$ cat src/rtl/line_sequencer.sv
// line_sequencer: maps a line number to a word range and streams its characters, two per word.
// Define LINE_SEQ_CRLF_EN to append a CR/LF terminator to every line.
module line_sequencer #(
   parameter logic [9:0] LEN_MAX = 10'd64
) (
   input  logic        clk,
   input  logic        rst_n,
   input  logic        start,
   input  logic [7:0]  line,
   output logic        busy,
   output logic        done,
   output logic [7:0]  map_line,
   input  logic [19:0] map_ptr,
   output logic [9:0]  mem_addr,
   input  logic [15:0] mem_dout,
   output logic [7:0]  char_out,
   output logic        char_valid,
   input  logic        char_ready
);

   typedef enum logic [3:0] {
      S_IDLE    = 4'd0,
      S_MAP     = 4'd1,
      S_MAPW    = 4'd2,
      S_FETCH   = 4'd3,
      S_FETCHW  = 4'd4,
      S_EMIT_HI = 4'd5,
      S_EMIT_LO = 4'd6,
      S_TERM    = 4'd7,
      S_DONE    = 4'd8
   } state_t;

`ifdef LINE_SEQ_CRLF_EN
   localparam logic [7:0] CHAR_CR = 8'h0D;
   localparam logic [7:0] CHAR_LF = 8'h0A;
`endif

   state_t      state_q;
   logic        busy_q;
   logic        done_q;
   logic [7:0]  map_line_q;
   logic [9:0]  mem_addr_q;
   logic [7:0]  char_out_q;
   logic        char_valid_q;
   logic [9:0]  count_q;
   logic [9:0]  addr_q;
   logic [15:0] word_q;
`ifdef LINE_SEQ_CRLF_EN
   logic        lf_q;
`endif

   logic        accept_s;
   logic [9:0]  map_cnt_s;
   logic [9:0]  count_dec_s;
   logic [9:0]  addr_inc_s;

   // Handshake qualifier, clamped mapper length and word-step arithmetic
   always_comb begin
      accept_s    = char_valid_q & char_ready;
      count_dec_s = count_q - 10'd1;
      addr_inc_s  = addr_q + 10'd1;
      if (map_ptr[19:10] > LEN_MAX) begin
         map_cnt_s = LEN_MAX;
      end else begin
         map_cnt_s = map_ptr[19:10];
      end
   end

   // Sequencing FSM; every output is a register updated here
   always_ff @(posedge clk or negedge rst_n) begin
      if (!rst_n) begin
         state_q      <= S_IDLE;
         busy_q       <= 1'b0;
         done_q       <= 1'b0;
         map_line_q   <= 8'h00;
         mem_addr_q   <= 10'h000;
         char_out_q   <= 8'h00;
         char_valid_q <= 1'b0;
         count_q      <= 10'd0;
         addr_q       <= 10'h000;
         word_q       <= 16'h0000;
`ifdef LINE_SEQ_CRLF_EN
         lf_q         <= 1'b0;
`endif
      end else begin
         case (state_q)
            S_IDLE: begin
               done_q <= 1'b0;
               if (start) begin
                  map_line_q <= line;
                  busy_q     <= 1'b1;
                  state_q    <= S_MAP;
               end
            end
            S_MAP: begin
               state_q <= S_MAPW;
            end
            S_MAPW: begin
               count_q    <= map_cnt_s;
               addr_q     <= map_ptr[9:0];
               mem_addr_q <= map_ptr[9:0];
               if (map_cnt_s == 10'd0) begin
`ifdef LINE_SEQ_CRLF_EN
                  char_out_q   <= CHAR_CR;
                  char_valid_q <= 1'b1;
                  lf_q         <= 1'b0;
`endif
                  state_q <= S_TERM;
               end else begin
                  state_q <= S_FETCH;
               end
            end
            S_FETCH: begin
               state_q <= S_FETCHW;
            end
            S_FETCHW: begin
               word_q       <= mem_dout;
               char_out_q   <= mem_dout[15:8];
               char_valid_q <= 1'b1;
               state_q      <= S_EMIT_HI;
            end
            S_EMIT_HI: begin
               if (accept_s) begin
                  char_out_q <= word_q[7:0];
                  state_q    <= S_EMIT_LO;
               end else begin
                  char_out_q <= word_q[15:8];
               end
            end
            S_EMIT_LO: begin
               if (accept_s) begin
                  count_q <= count_dec_s;
                  addr_q  <= addr_inc_s;
                  if (count_dec_s != 10'd0) begin
                     mem_addr_q   <= addr_inc_s;
                     char_valid_q <= 1'b0;
                     state_q      <= S_FETCH;
                  end else begin
`ifdef LINE_SEQ_CRLF_EN
                     char_out_q   <= CHAR_CR;
                     char_valid_q <= 1'b1;
                     lf_q         <= 1'b0;
`else
                     char_valid_q <= 1'b0;
`endif
                     state_q <= S_TERM;
                  end
               end
            end
            S_TERM: begin
`ifdef LINE_SEQ_CRLF_EN
               if (accept_s) begin
                  if (lf_q) begin
                     char_valid_q <= 1'b0;
                     done_q       <= 1'b1;
                     busy_q       <= 1'b0;
                     state_q      <= S_DONE;
                  end else begin
                     lf_q       <= 1'b1;
                     char_out_q <= CHAR_LF;
                  end
               end
`else
               done_q  <= 1'b1;
               busy_q  <= 1'b0;
               state_q <= S_DONE;
`endif
            end
            S_DONE: begin
               done_q  <= 1'b0;
               state_q <= S_IDLE;
            end
            default: begin
               char_valid_q <= 1'b0;
               busy_q       <= 1'b0;
               done_q       <= 1'b0;
               state_q      <= S_IDLE;
            end
         endcase
      end
   end

   assign busy       = busy_q;
   assign done       = done_q;
   assign map_line   = map_line_q;
   assign mem_addr   = mem_addr_q;
   assign char_out   = char_out_q;
   assign char_valid = char_valid_q;

endmodule

$ cat config.mk
export PLATFORM = sky130hd
export DESIGN_NAME = line_sequencer
export DESIGN_NICKNAME = d
export VERILOG_FILES = /design/src/rtl/line_sequencer.sv
export SDC_FILE = /design/constraint.sdc
export NUM_CORES = 1
export LEC_CHECK = 0
export ABC_CLOCK_PERIOD_IN_PS = 5140
export BUFFER_PORTS_ARGS = -buffer_cell sky130_fd_sc_hd__buf_2
export CAP_MARGIN = 10
export CORE_MARGIN = 8
export CORE_UTILIZATION = 30
export DETAILED_ROUTE_END_ITERATION = 6
export SYNTH_ARGS = -nofsm -noshare
export SYNTH_HDL_FRONTEND = slang
export SYNTH_SLANG_ARGS = --single-unit
$ cat constraint.sdc
create_clock -name clk -period 5.14 [get_ports clk]
set_input_delay 0 -clock clk [delete_from_list [all_inputs] [get_ports clk]]
set_output_delay 0 -clock clk [all_outputs]
set_load 0.02 [all_outputs]
# ---- Word-level counts from Yosys, hierarchy flattened
# Index checks and enable logic that the tools add are counted.
dict set report op_classes {
  add_sub_neg 2
  magnitude_cmp 1
  n_eq_ne 12
  n_mux 21
  bitwise_logic 3
  n_reduce_logical 14
}
# op n
set op_table {}
lappend op_table {{10-bit one-hot mux with 2 select lines} 3}
lappend op_table {{10-bit two-way mux} 5}
lappend op_table {{4-bit one-hot mux with 8 select lines} 1}
lappend op_table {{4-bit by 3-bit == test with 1-bit output (second input constant)} 4}
lappend op_table {{8-bit one-hot mux with 2 select lines} 1}
lappend op_table {{7-bit OR reduction} 2}
lappend op_table {{4-bit two-way mux} 3}
lappend op_table {{10-bit by 1-bit adder with 10-bit output (second input constant)} 1}
lappend op_table {{10-bit by 7-bit > comparator with 1-bit output (second input constant)} 1}
lappend op_table {{10-bit logical NOT} 1}
lappend op_table {{10-bit nonzero test} 1}
lappend op_table {{10-bit by 1-bit subtractor with 10-bit output (second input constant)} 1}
lappend op_table {{4-bit by 2-bit == test with 1-bit output (second input constant)} 2}
lappend op_table {{8-bit two-way mux} 1}
lappend op_table {{2-bit != test (second input constant)} 4}
lappend op_table {{2-bit AND reduction} 4}
lappend op_table {{3-bit two-way mux} 2}
lappend op_table {{3-bit AND reduction} 2}
lappend op_table {{6-bit OR reduction} 1}
lappend op_table {{4-bit by 1-bit == test with 1-bit output (second input constant)} 1}
lappend op_table {{4-bit == test (second input constant)} 1}
lappend op_table {{4-bit logical NOT} 1}
lappend op_table {{1-bit one-hot mux with 2 select lines} 2}
lappend op_table {{2-bit nonzero test} 2}
lappend op_table {{4 further kinds} 6}
dict set report word_totals {
  reg_bits 69
  in_bits 48
  out_inout_bits 29
  elab_cells 63
}

# ---- Longest topological paths before layout
# Gate-level depths: netlist of run 1.
dict set report depth {
  depth_word 5
  depth_mapped 7
  mapped_depth_nobuf 7
}

# ---- Worst setup path before layout of run 1
# Ideal clock, no wire load.
dict set report synth_path {
  kind {reg-to-reg}
  start {register count_q[0]}
  end {register mem_addr_q[0] (netlist: mem_addr[0])}
  setup_time_ns 0.125
  arrival_time_ns 2.120
  t_required_ns 5.015
  setup_slack_ns 2.895
  stages_incl_launch_ff 8
  n_path_buf 0
  period_less_slack_ns 2.245
  path_cell_list {dfrtp_1 > inv_1 > ha_1 > or4b_4 > nor4b_2 > a211oi_2 > o21ai_4 > mux2_2}
}
dict set report synth_via {
  elab_chain_len 4
}
# item line
set synth_rtl {}
lappend synth_rtl {{start: declaration} 45} ;# logic [9:0] count_q;
lappend synth_rtl {{start signal: assignment} 99} ;# count_q <= map_cnt_s;
lappend synth_rtl {{start signal: assignment} 132} ;# count_q <= count_dec_s;
lappend synth_rtl {{10-bit by 1-bit subtractor with 10-bit output} 60} ;# count_dec_s = count_q - 10'd1;
lappend synth_rtl {{10-bit nonzero test} 134} ;# if (count_dec_s != 10'd0) begin
lappend synth_rtl {{2-bit != test (no line)} --}
lappend synth_rtl {{3-bit AND reduction (no line)} --}
lappend synth_rtl {{end signal: assignment} 101} ;# mem_addr_q <= map_ptr[9:0];
lappend synth_rtl {{end signal: assignment} 135} ;# mem_addr_q <= addr_inc_s;
lappend synth_rtl {{end: declaration} 42} ;# logic [9:0] mem_addr_q;
# Every way passes these cells.
# A chain may end at the register's enable or synchronous reset.

# ---- Final worst setup path of run 1
dict set report layout_path {
  start {register state_q[0]}
  end {register count_q[7]}
}
dict set report layout_via {
  elab_chain_len 3
  elab_cells_between_ends 6
  cone_classes {eq/ne (3); mux (1); reduce/logical (2)}
}
# item line
set layout_rtl {}
lappend layout_rtl {{start: declaration} 38} ;# state_t state_q;
lappend layout_rtl {{start signal: assignment} 72} ;# state_q <= S_IDLE;
lappend layout_rtl {{start signal: assignment} 92} ;# state_q <= S_MAP;
lappend layout_rtl {{start signal: assignment} 96} ;# state_q <= S_MAPW;
lappend layout_rtl {{4-bit by 3-bit == test with 1-bit output / 4-bit by 2-bit == test with 1-bit output (equally long branches)} 86} ;# case (state_q)
lappend layout_rtl {{2-bit != test (no line) / 2-bit nonzero test (equally long branches)} --}
lappend layout_rtl {{2-bit AND reduction (no line)} --}
# Several ways; a longest one is shown, not always the timed one.

==> results of run 1 <==
path summary, 6_finish.rpt:
| check | to | start | cells after the start | slack [ns] |
|---|---|---|---|---|
| setup / recovery | count_q[7] | state_q[0] | 5 | 2.52 |
| setup reg to reg | count_q[7] | state_q[0] | 5 | 2.52 |
| hold / removal | addr_q[0] | map_ptr[0] | 3 | 0.02 |
| max in group asynchronous | count_q[1] | rst_n | 3 | 4.18 |
| min in group asynchronous | map_line[2] | rst_n | 3 | 0.42 |
| hold reg to reg | count_q[9] | count_q[9] | 1 | 0.48 |
per-stage QoR:
step | total power, mW | utilization | instance area (sq um) | setup WS, ns
final | 2.95 | 0.409 | 4670 | 2.52
after floorplan | 1.94 | - | 3510 | 2.89
after global routing | 3.17 | 0.409 | 4670 | 2.35
after global placement | 2.24 | 0.352 | 4020 | 2.59
after detailed placement | 2.28 | 0.352 | 4020 | 2.52
after CTS | 2.98 | 0.409 | 4670 | 2.52
cell type report:
| cell class | instances | area share |
|---|---|---|
| Inverter | 6 | 0.00483 |
| Multi-Input combinational cell | 231 | 0.362 |
| Sequential cell | 69 | 0.370 |
| Tap cell | 143 | 0.0383 |
| Timing Repair Buffer | 111 | 0.155 |
| Clock buffer | 13 | 0.0558 |
| Clock inverter | 3 | 0.0145 |
cell usage in the layout (no fill, tap or decap), types with 2 or more instances in the layout:
cell	count
buf_2	76
dfrtp_1	69
mux2_2	46
dlygate4sd3_1	32
a21oi_1	24
o21ai_0	23
nor2_1	22
nand2_1	20
nand3_1	10
mux2i_1	10
clkbuf_16	9
nor3_1	8
inv_1	6
xnor2_1	6
xor2_1	5
a211oi_1	4
nor4_1	3
or3_1	3
and3_1	3
o31ai_1	3
a22oi_1	3
ha_1	3
buf_4	3
or2b_1	2
o211ai_1	2
a221o_1	2
a21o_1	2
clkbuf_8	2
clkbuf_1	2
bufinv_16	2
routing by layer:
layer / track usage / up-vias / share of wire
met3: 0.0435 / 11 / 0.059
met5: 0 / - / 0.0014
met1: 0.151 / 1332 / 0.46
met2: 0.179 / 57 / 0.47
met4: 0.0357 / 2 / 0.012
li1: - / 1377 / -
repair_timing:
item / CTS / global route
setup endpoints to repair: 0 / 0
hold buffers: 32 / 0
endpoints found under the hold margin: 100 / 0
buffers inserted: 0 / 0
gates resized for setup: 0 / 0
power groups by stage:
stage	Sequential, mW	Clock (mW)	Combinational, mW
3_3_place_gp	1.04	0	1.20
6_report	1.05	0.677	1.22
2_1_floorplan	1.10	0	0.840
3_5_place_dp	1.06	0	1.22
4_1_cts	1.05	0.692	1.24
5_1_grt	1.10	0.717	1.36
worst register-to-register path: stages, from the launching register on:
cell and delay [ns]:
dfrtp_1 0.67, or2b_2 0.49, nor3_4 0.65, nand3_1 0.22, o311ai_0 0.34, o41ai_1 0.12
kinds of logic (layout without fill, tap and decap cells):
group	after synthesis	in the layout
AO/OA/AOI/OAI	74	74
XOR/XNOR	11	11
adder cells (fa/ha/maj)	3	3
buffers and inverters	22	133
flip-flops	69	69
multiplexers	56	56
AND/OR/NAND/NOR	87	87
state kept, by name, indices dropped and copies added (netlist names):
register and flops:
addr_q 10, busy 1, char_out 8, char_valid 1, count_q 10, done 1, map_line 8, mem_addr 10
state_q 4, word_q 16
==> results.json, run 1 <==
{
  "grt_max_degree": 70,
  "cp_data_arrival_time_ns": 2.82,
  "diodes": 0,
  "vdd_drop_max_uv": 332,
  "cts.sinks": 69,
  "grt_pass1_wl_mm": 14.2,
  "wl_per_cell_microns": 14.8,
  "synthMuxAreaShare": 0.176,
  "power_frac_clock": 0.229,
  "yosysTopAreaCellShare": 0.492,
  "ys_seq_elements": 69,
  "synth_cell_type_count": 55,
  "ys_async_sr_fraction": 1.00,
  "synthXorXnorAreaFrac": 0.0275,
  "yosys-top-cells-area": "dfrtp_1 (49%), mux2_2 (15%), a21oi_1 (3.4%)",
  "slew_headroom": 0.424,
  "die_area_sq_um": 15400,
  "drt-initial-drc-count": 200,
  "globalRouteTotalUtil": 0.117,
  "power_leakage_nw": 2.05,
  "hold_viol_final": 0,
  "critPathTopFamily": "simple AND/OR/NAND/NOR gates",
  "yosysWarnings": 0,
  "yosys.area.top_type": "dfrtp_1",
  "sequential_cell_area_sq_um": 1730,
  "postRouteAntennaNets": 0,
  "grt_setup_unrepaired": "no",
  "synthAdderAreaFrac": 0.0107,
  "cts_buffers": 9,
  "drv_slew": 0,
  "synth_flop_cell": "dfrtp_1",
  "io_buffer_count": 76,
  "end_kind": "register",
  "grt_pass1_vias": 2895,
  "yosys-top-cells-count": "dfrtp_1 (69), mux2_2 (46), a21oi_1 (24)",
  "synth.most_common_cell": "dfrtp_1",
  "worst_pin_slew_ns": 0.864,
  "nets": 479,
  "holdWs_ns": 0.0192,
  "outcome": "finished clean",
  "hpwlAfterDp_mm": 6.04,
  "min_path_type": "input port to register",
  "finalSetupTns_ns": 0,
  "synth-edff-count": 0,
  "multiInputGateArea_sq_um": 1690,
  "via_per_inst": 4.82,
  "period_share": 0.509,
  "via_count": 2779,
  "skew_ns": 0.00486,
  "clkLatencyLatePin_ns": 0.33,
  "power.switching_mw": 1.10,
  "critical_path.cell_chain": "or2b_2 -> nor3_4 -> nand3_1 -> o311ai_0 -> o41ai_1",
  "core_sq_um": 11400,
  "syn_nets": 373,
  "drv_cap": 0,
  "firstDrtPassIters": 4,
  "synthCells": 322,
  "worst_ep_required_time_ns": 5.34,
  "synth_compound_area_frac": 0.132,
  "gp_congestion": 0.800,
  "die_x_microns": 124,
  "cts_tree": "done",
  "clock-root-buffer": "clkbuf_16",
  "setup_viol": 0,
  "slowest_stage": "dfrtp_1",
  "synth-seq-area-share": 0.492,
  "internal_power_mw": 1.85,
  "area_growth_pct": 33.0,
  "antenna_found_initial": 1,
  "p_per_area_nw_per_um2": 632,
  "grt_overflow": 0,
  "seqPwrFrac": 0.356,
  "synth_area_sq_um": 3510,
  "sw_frac_of_total": 0.372,
  "stdcell_count": 576,
  "io_pins": 77,
  "critPathLaunchType": "register",
  "critical_path_class": "register to register",
  "cp_num_buf_inv": 0,
  "synth_area_per_cell_sq_um": 10.9,
  "drc": 0,
  "fill_cells": 1137,
  "cp_max_fo": 27,
  "synth_top_family_by_area": "multiplexers",
  "clock_path_buffers": 2,
  "drive_gt1_frac": 0.353,
  "fp-row-count": 39,
  "start_util": 0.307,
  "cp_slowest_stage_delay_ns": 0.67,
  "min_period_ns": 2.62,
  "die_y_microns": 124,
  "clk_pin_slew_ns": 0.05,
  "max_freq_mhz": 382,
  "dp.cells": 528,
  "synth_simple_gate_area_frac": 0.133,
  "drt_wl_total_mm": 8.52,
  "pwr-share-comb": 0.415,
  "h-tree-depth": 3
}
Note: power is estimated with default switching activity, not from simulation.
==> run 2, diff against run 1 <==
Settings changed: ABC_CLOCK_PERIOD_IN_PS 5140 to 2650.
Clock period 5.14 ns to 2.65 ns, I/O delays scaled along.
==> run 2 against run 1 <==
Clock power is 110% higher. Highest routed layer is now met4. Global-route usage up 0.21 points. Critical path depth up 2. Critical path type unchanged. First-iteration DRC count is 17% lower. Combinational power grew 110%. Hold slack better by 0.0041 ns. Sequential cell count is the same. Largest power group unchanged. Count of clock-buffer cells in the layout down 4. Non-clock buffer count up 8. Cell area grew 1.9%. Via count is 3.2% higher.
==> results.json, run 2 (synthesis gave the netlist of run 1 again) <==
{
  "placed_cell_area_sq_um": 4080,
  "power_frac_clock": 0.242,
  "grt_max_degree": 27,
  "cts_resized": 0,
  "p_per_area_nw_per_um2": 1250,
  "max_freq_mhz": 401,
  "die_x_microns": 124,
  "cts_buffers": 9,
  "internal_power_mw": 3.72,
  "min_period_ns": 2.49,
  "sw_frac_of_total": 0.374,
  "wl_per_cell_microns": 15.3,
  "stdcell_count": 584,
  "min_path_type": "input port to register",
  "clkLatencyLatePin_ns": 0.33,
  "hold_viol_final": 0,
  "drive_gt1_frac": 0.370,
  "gp_congestion": 0.877,
  "globalRouteTotalUtil": 0.119,
  "drt_wl_total_mm": 8.91,
  "fill_cells": 1120,
  "cts.sinks": 69,
  "grt_use_met2": 0.198,
  "grt_overflow": 0,
  "cp_max_fo": 10,
  "vdd_drop_max_uv": 654,
  "clk_pin_slew_ns": 0.06,
  "outcome": "finished clean",
  "period_share": 0.941,
  "io_pins": 77,
  "grt_pass1_vias": 2977,
  "drv_slew": 0,
  "cts_tree": "done",
  "antenna_found_initial": 0,
  "firstDrtPassIters": 4,
  "hpwlAfterDp_mm": 6.34,
  "drv_cap": 0,
  "postRouteAntennaNets": 0,
  "h-tree-depth": 3,
  "setup_viol": 0,
  "skew_ns": 0.00831,
  "finalSetupTns_ns": 0,
  "end_kind": "register",
  "drc": 0,
  "stdcell_area_sq_um": 4750,
  "worst_ep_required_time_ns": 2.86,
  "top_register": "word_q",
  "clock_path_buffers": 2,
  "io_buffer_count": 76,
  "power_leakage_nw": 2.10,
  "worst_pin_slew_ns": 0.561,
  "grt_pass1_wl_mm": 14.5,
  "slew_headroom": 0.624,
  "drt-initial-drc-count": 166,
  "cp_data_arrival_time_ns": 2.70,
  "via_count": 2869,
  "seqPwrFrac": 0.330,
  "die_y_microns": 124,
  "fp-row-count": 39,
  "grt-busiest-layer": "met2",
  "mostFrequentLayoutCells": "buf_2 (76), dfrtp_1 (69), mux2_2 (46), dlygate4sd3_1 (32), a21oi_1 (24)",
  "die_area_sq_um": 15400,
  "layout_commonest_cell": "buf_2",
  "dp.cells": 536,
  "nets": 487,
  "power.switching_mw": 2.22,
  "area_growth_pct": 35.5,
  "critical_path_class": "register to register",
  "core_sq_um": 11400,
  "critPathLaunchType": "register",
  "largest_reg_flops": 16,
  "grtUsageMet1": 0.142,
  "grt_setup_unrepaired": "no",
  "via_per_inst": 4.91,
  "start_util": 0.307,
  "pwr-share-comb": 0.428,
  "clock-root-buffer": "clkbuf_16",
  "diodes": 0,
  "use_met3": 0.0471
}
-- run 2: what timing repair did --
item                                   in CTS  in global routing
setup buffers                               0                  0
hold buffers                               32                  0
endpoints found under the hold margin      54                  0
-- run 2: layer usage --
metal	up-vias	part of all wire
li1	1399	-
met1	1400	0.43
met2	64	0.50
met3	6	0.067
met4	0	0.0062
met5	-	0
-- run 2: worst paths after layout --
path / end / startpoint / cells past startpoint / slack [ns]
max reg2reg: mem_addr[5] / count_q[0] / 7 / 0.16
max: mem_addr[5] / count_q[0] / 7 / 0.16
min: addr_q[0] / map_ptr[0] / 3 / 0.02
min reg2reg: mem_addr[3] / mem_addr[3] / 1 / 0.50
min in group asynchronous: map_line[3] / rst_n / 2 / 0.20
max in group asynchronous: count_q[4] / rst_n / 3 / 1.69
-- run 2: through the flow --
step	hold slack (ns)	util	total power, mW	worst slack (ns)
floorplan	-0.296	-	3.77	0.405
global placement	0.0196	0.357	4.43	0.237
detailed placement	0.0348	0.357	4.51	0.147
CTS	0.0280	0.416	6.02	0.123
global route	0.0573	0.416	6.37	0.0500
finish	0.0233	0.416	5.94	0.156
-- run 2: final cells by class --
type	instances	area, sq um	share of cell area
Sequential cell	69	1730	0.363
Multi-Input combinational cell	231	1690	0.355
Timing Repair Buffer	119	783	0.165
Clock buffer	9	225	0.0474
Tap cell	143	179	0.0376
Clock inverter	7	130	0.0274
Inverter	6	22.5	0.00474
-- run 2: power by group through the flow --
stage	registers [mW]	logic, mW	clock network [mW]
finish	1.96	2.54	1.44
global route	2.03	2.80	1.53
CTS	1.96	2.59	1.48
detailed placement	1.97	2.54	0
global placement	1.94	2.49	0
floorplan	2.14	1.63	0
-- run 2: worst max-delay path, stage by stage (launching register included) --
cell	delay, ns
dfrtp_1	0.44
inv_1	0.08
ha_1	0.20
or4b_4	0.50
nor4b_2	0.25
a211oi_2	0.11
o21ai_4	0.39
mux2_2	0.39
==> run 3, diff against run 2 <==
Settings changed: CORE_UTILIZATION 30 to 25.
==> run 3 against run 2 <==
Die area is 17% higher. Count of clock-buffer cells in the layout is 2 higher. Combinational power is essentially flat. Clock power fell by 16%. Global-route usage down 1.5 points. Final cell count rose by 6.3%. Non-clock buffer count did not move. Core utilization decreased by 7.0 points. Sequential share of layout area shrank 0.076 points. Clock skew decreased by 0.0028 ns. Critical path type unchanged. Critical endpoint is now mem_addr[7]. Largest cell class unchanged. Largest power group unchanged.
==> results.json, run 3 (synthesis gave the netlist of run 1 again) <==
{
  "outcome": "finished clean",
  "internal_power_mw": 3.53,
  "drv_cap": 0,
  "seqPwrFrac": 0.342,
  "cts_buffers": 9,
  "start_util": 0.255,
  "skew_ns": 0.00554,
  "critPathTopFamily": "simple AND/OR/NAND/NOR gates",
  "grt_pass1_wl_mm": 15.1,
  "max_freq_mhz": 409,
  "globalRouteTotalUtil": 0.105,
  "p_per_area_nw_per_um2": 1200,
  "drive_gt1_frac": 0.363,
  "hpwlAfterDp_mm": 6.53,
  "postRouteAntennaNets": 0,
  "grt_max_degree": 39,
  "cts.sinks": 69,
  "grt_overflow": 0,
  "via_count": 2889,
  "period_share": 0.923,
  "cp_data_arrival_time_ns": 2.67,
  "area_growth_pct": 35.8,
  "power.switching_mw": 2.18,
  "grt_pass1_vias": 3004,
  "gp_congestion": 0.853,
  "core_sq_um": 13800,
  "drv_slew": 0,
  "multiInputGateArea_sq_um": 1690,
  "drt-initial-drc-count": 147,
  "reg2reg_setup_slack_ns": 0.20,
  "nets": 487,
  "cp_slowest_stage_delay_ns": 0.50,
  "top_register": "word_q",
  "finalSetupTns_ns": 0,
  "critical_path_class": "register to register",
  "clkLatencyLatePin_ns": 0.34,
  "firstDrtPassIters": 4,
  "power_frac_clock": 0.212,
  "setup_viol": 0,
  "fill_cells": 1427,
  "critPathLaunchType": "register",
  "dp_slack_ns": 0.183,
  "layout_commonest_cell": "buf_2",
  "clk_pin_slew_ns": 0.06,
  "hold_depth": 3,
  "mostFrequentLayoutCells": "buf_2 (76), dfrtp_1 (69), mux2_2 (46), dlygate4sd3_1 (34), a21oi_1 (24)",
  "r2r_cells": 7,
  "stdcell_area_sq_um": 4760,
  "cts_setup_buffers": 0,
  "cp_num_buf_inv": 1,
  "clock-root-buffer": "clkbuf_16",
  "worstHoldEndpoint": "state_q[0]",
  "critical_path.cell_chain": "inv_1 -> ha_1 -> or4b_4 -> nor4b_2 -> a211oi_2 -> o21ai_4 -> mux2_2",
  "sequential_cell_area_sq_um": 1730,
  "die_area_sq_um": 18100,
  "via_per_inst": 4.65,
  "min_path_type": "input port to register",
  "wl_per_cell_microns": 14.4,
  "cts_tree": "done",
  "placed_cell_area_sq_um": 4120,
  "hold_start": "start",
  "worst_ep_required_time_ns": 2.87,
  "die_y_microns": 134,
  "drc": 0,
  "h-tree-depth": 3,
  "reg2reg_from": "count_q[0]",
  "cts_resized": 0,
  "cp_max_fo": 10,
  "diodes": 0,
  "pwr-share-comb": 0.446,
  "power_leakage_nw": 2.08,
  "io_pins": 77,
  "sw_frac_of_total": 0.382,
  "clock_path_buffers": 2,
  "worst_slack_ns": 0.203,
  "worst_r2r_endpoint": "mem_addr[7]",
  "slew_headroom": 0.490,
  "fp-row-count": 43,
  "end_kind": "register",
  "die_x_microns": 134,
  "vdd_drop_max_uv": 682,
  "grt_setup_unrepaired": "no",
  "hold_viol_final": 0,
  "drt_wl_total_mm": 8.96,
  "cts_hold_buf": 34,
  "antenna_found_initial": 0,
  "min_period_ns": 2.45,
  "largest_reg_flops": 16,
  "worst_pin_slew_ns": 0.765,
  "slowest_stage": "or4b_4",
  "io_buffer_count": 76
}
run 3: power groups by stage:
stage	clock network, mW	registers [mW]	logic, mW
after floorplan	0	2.14	1.63
after global placement	0	1.94	2.49
after detailed placement	0	1.97	2.55
after CTS	1.26	1.96	2.60
after global routing	1.29	2.03	2.82
final	1.21	1.95	2.55
run 3: layout make-up:
type	count	share of cell area
Timing Repair Buffer	119	0.168
Tap cell	180	0.0473
Inverter	6	0.00473
Multi-Input combinational cell	231	0.354
Clock inverter	5	0.0123
Sequential cell	69	0.362
Clock buffer	11	0.0509
run 3: worst max path at each step:
stage	cells past startpoint	endpoint	startpoint	slack, ns
finish	7	mem_addr[7]	count_q[0]	0.20
global route	7	mem_addr[2]	count_q[0]	0.04
CTS	7	mem_addr[7]	count_q[0]	0.18
detailed placement	7	mem_addr[5]	count_q[0]	0.18
global placement	7	mem_addr[9]	count_q[0]	0.26
floorplan	7	mem_addr[0]	count_q[0]	0.40
run 3: worst reg2reg max path: stages (launching register included):
cell      delay (ns)
dfrtp_1         0.43
inv_1           0.09
ha_1            0.20
or4b_4          0.50
nor4b_2         0.25
a211oi_2        0.10
o21ai_4         0.38
mux2_2          0.39
run 3: through the flow:
stage,utilization,std cells,power [mW],hold slack (ns)
after floorplan,-,322,3.77,-0.296
after global placement,0.299,571,4.43,0.116
after detailed placement,0.299,571,4.51,0.121
after CTS,0.346,621,5.81,0.00415
after global routing,0.346,621,6.15,0.0461
final,0.346,621,5.71,0.0280
run 3: per-layer routing:
metal  vias up  wire length, microns  GRT usage  share of wire
met5         -                     0          0              0
li1       1397                     -          -              -
met4         0                   115     0.0393          0.013
met2        90                  4330      0.168           0.48
met1      1392                  3940      0.127           0.44
met3        10                   577     0.0349          0.064
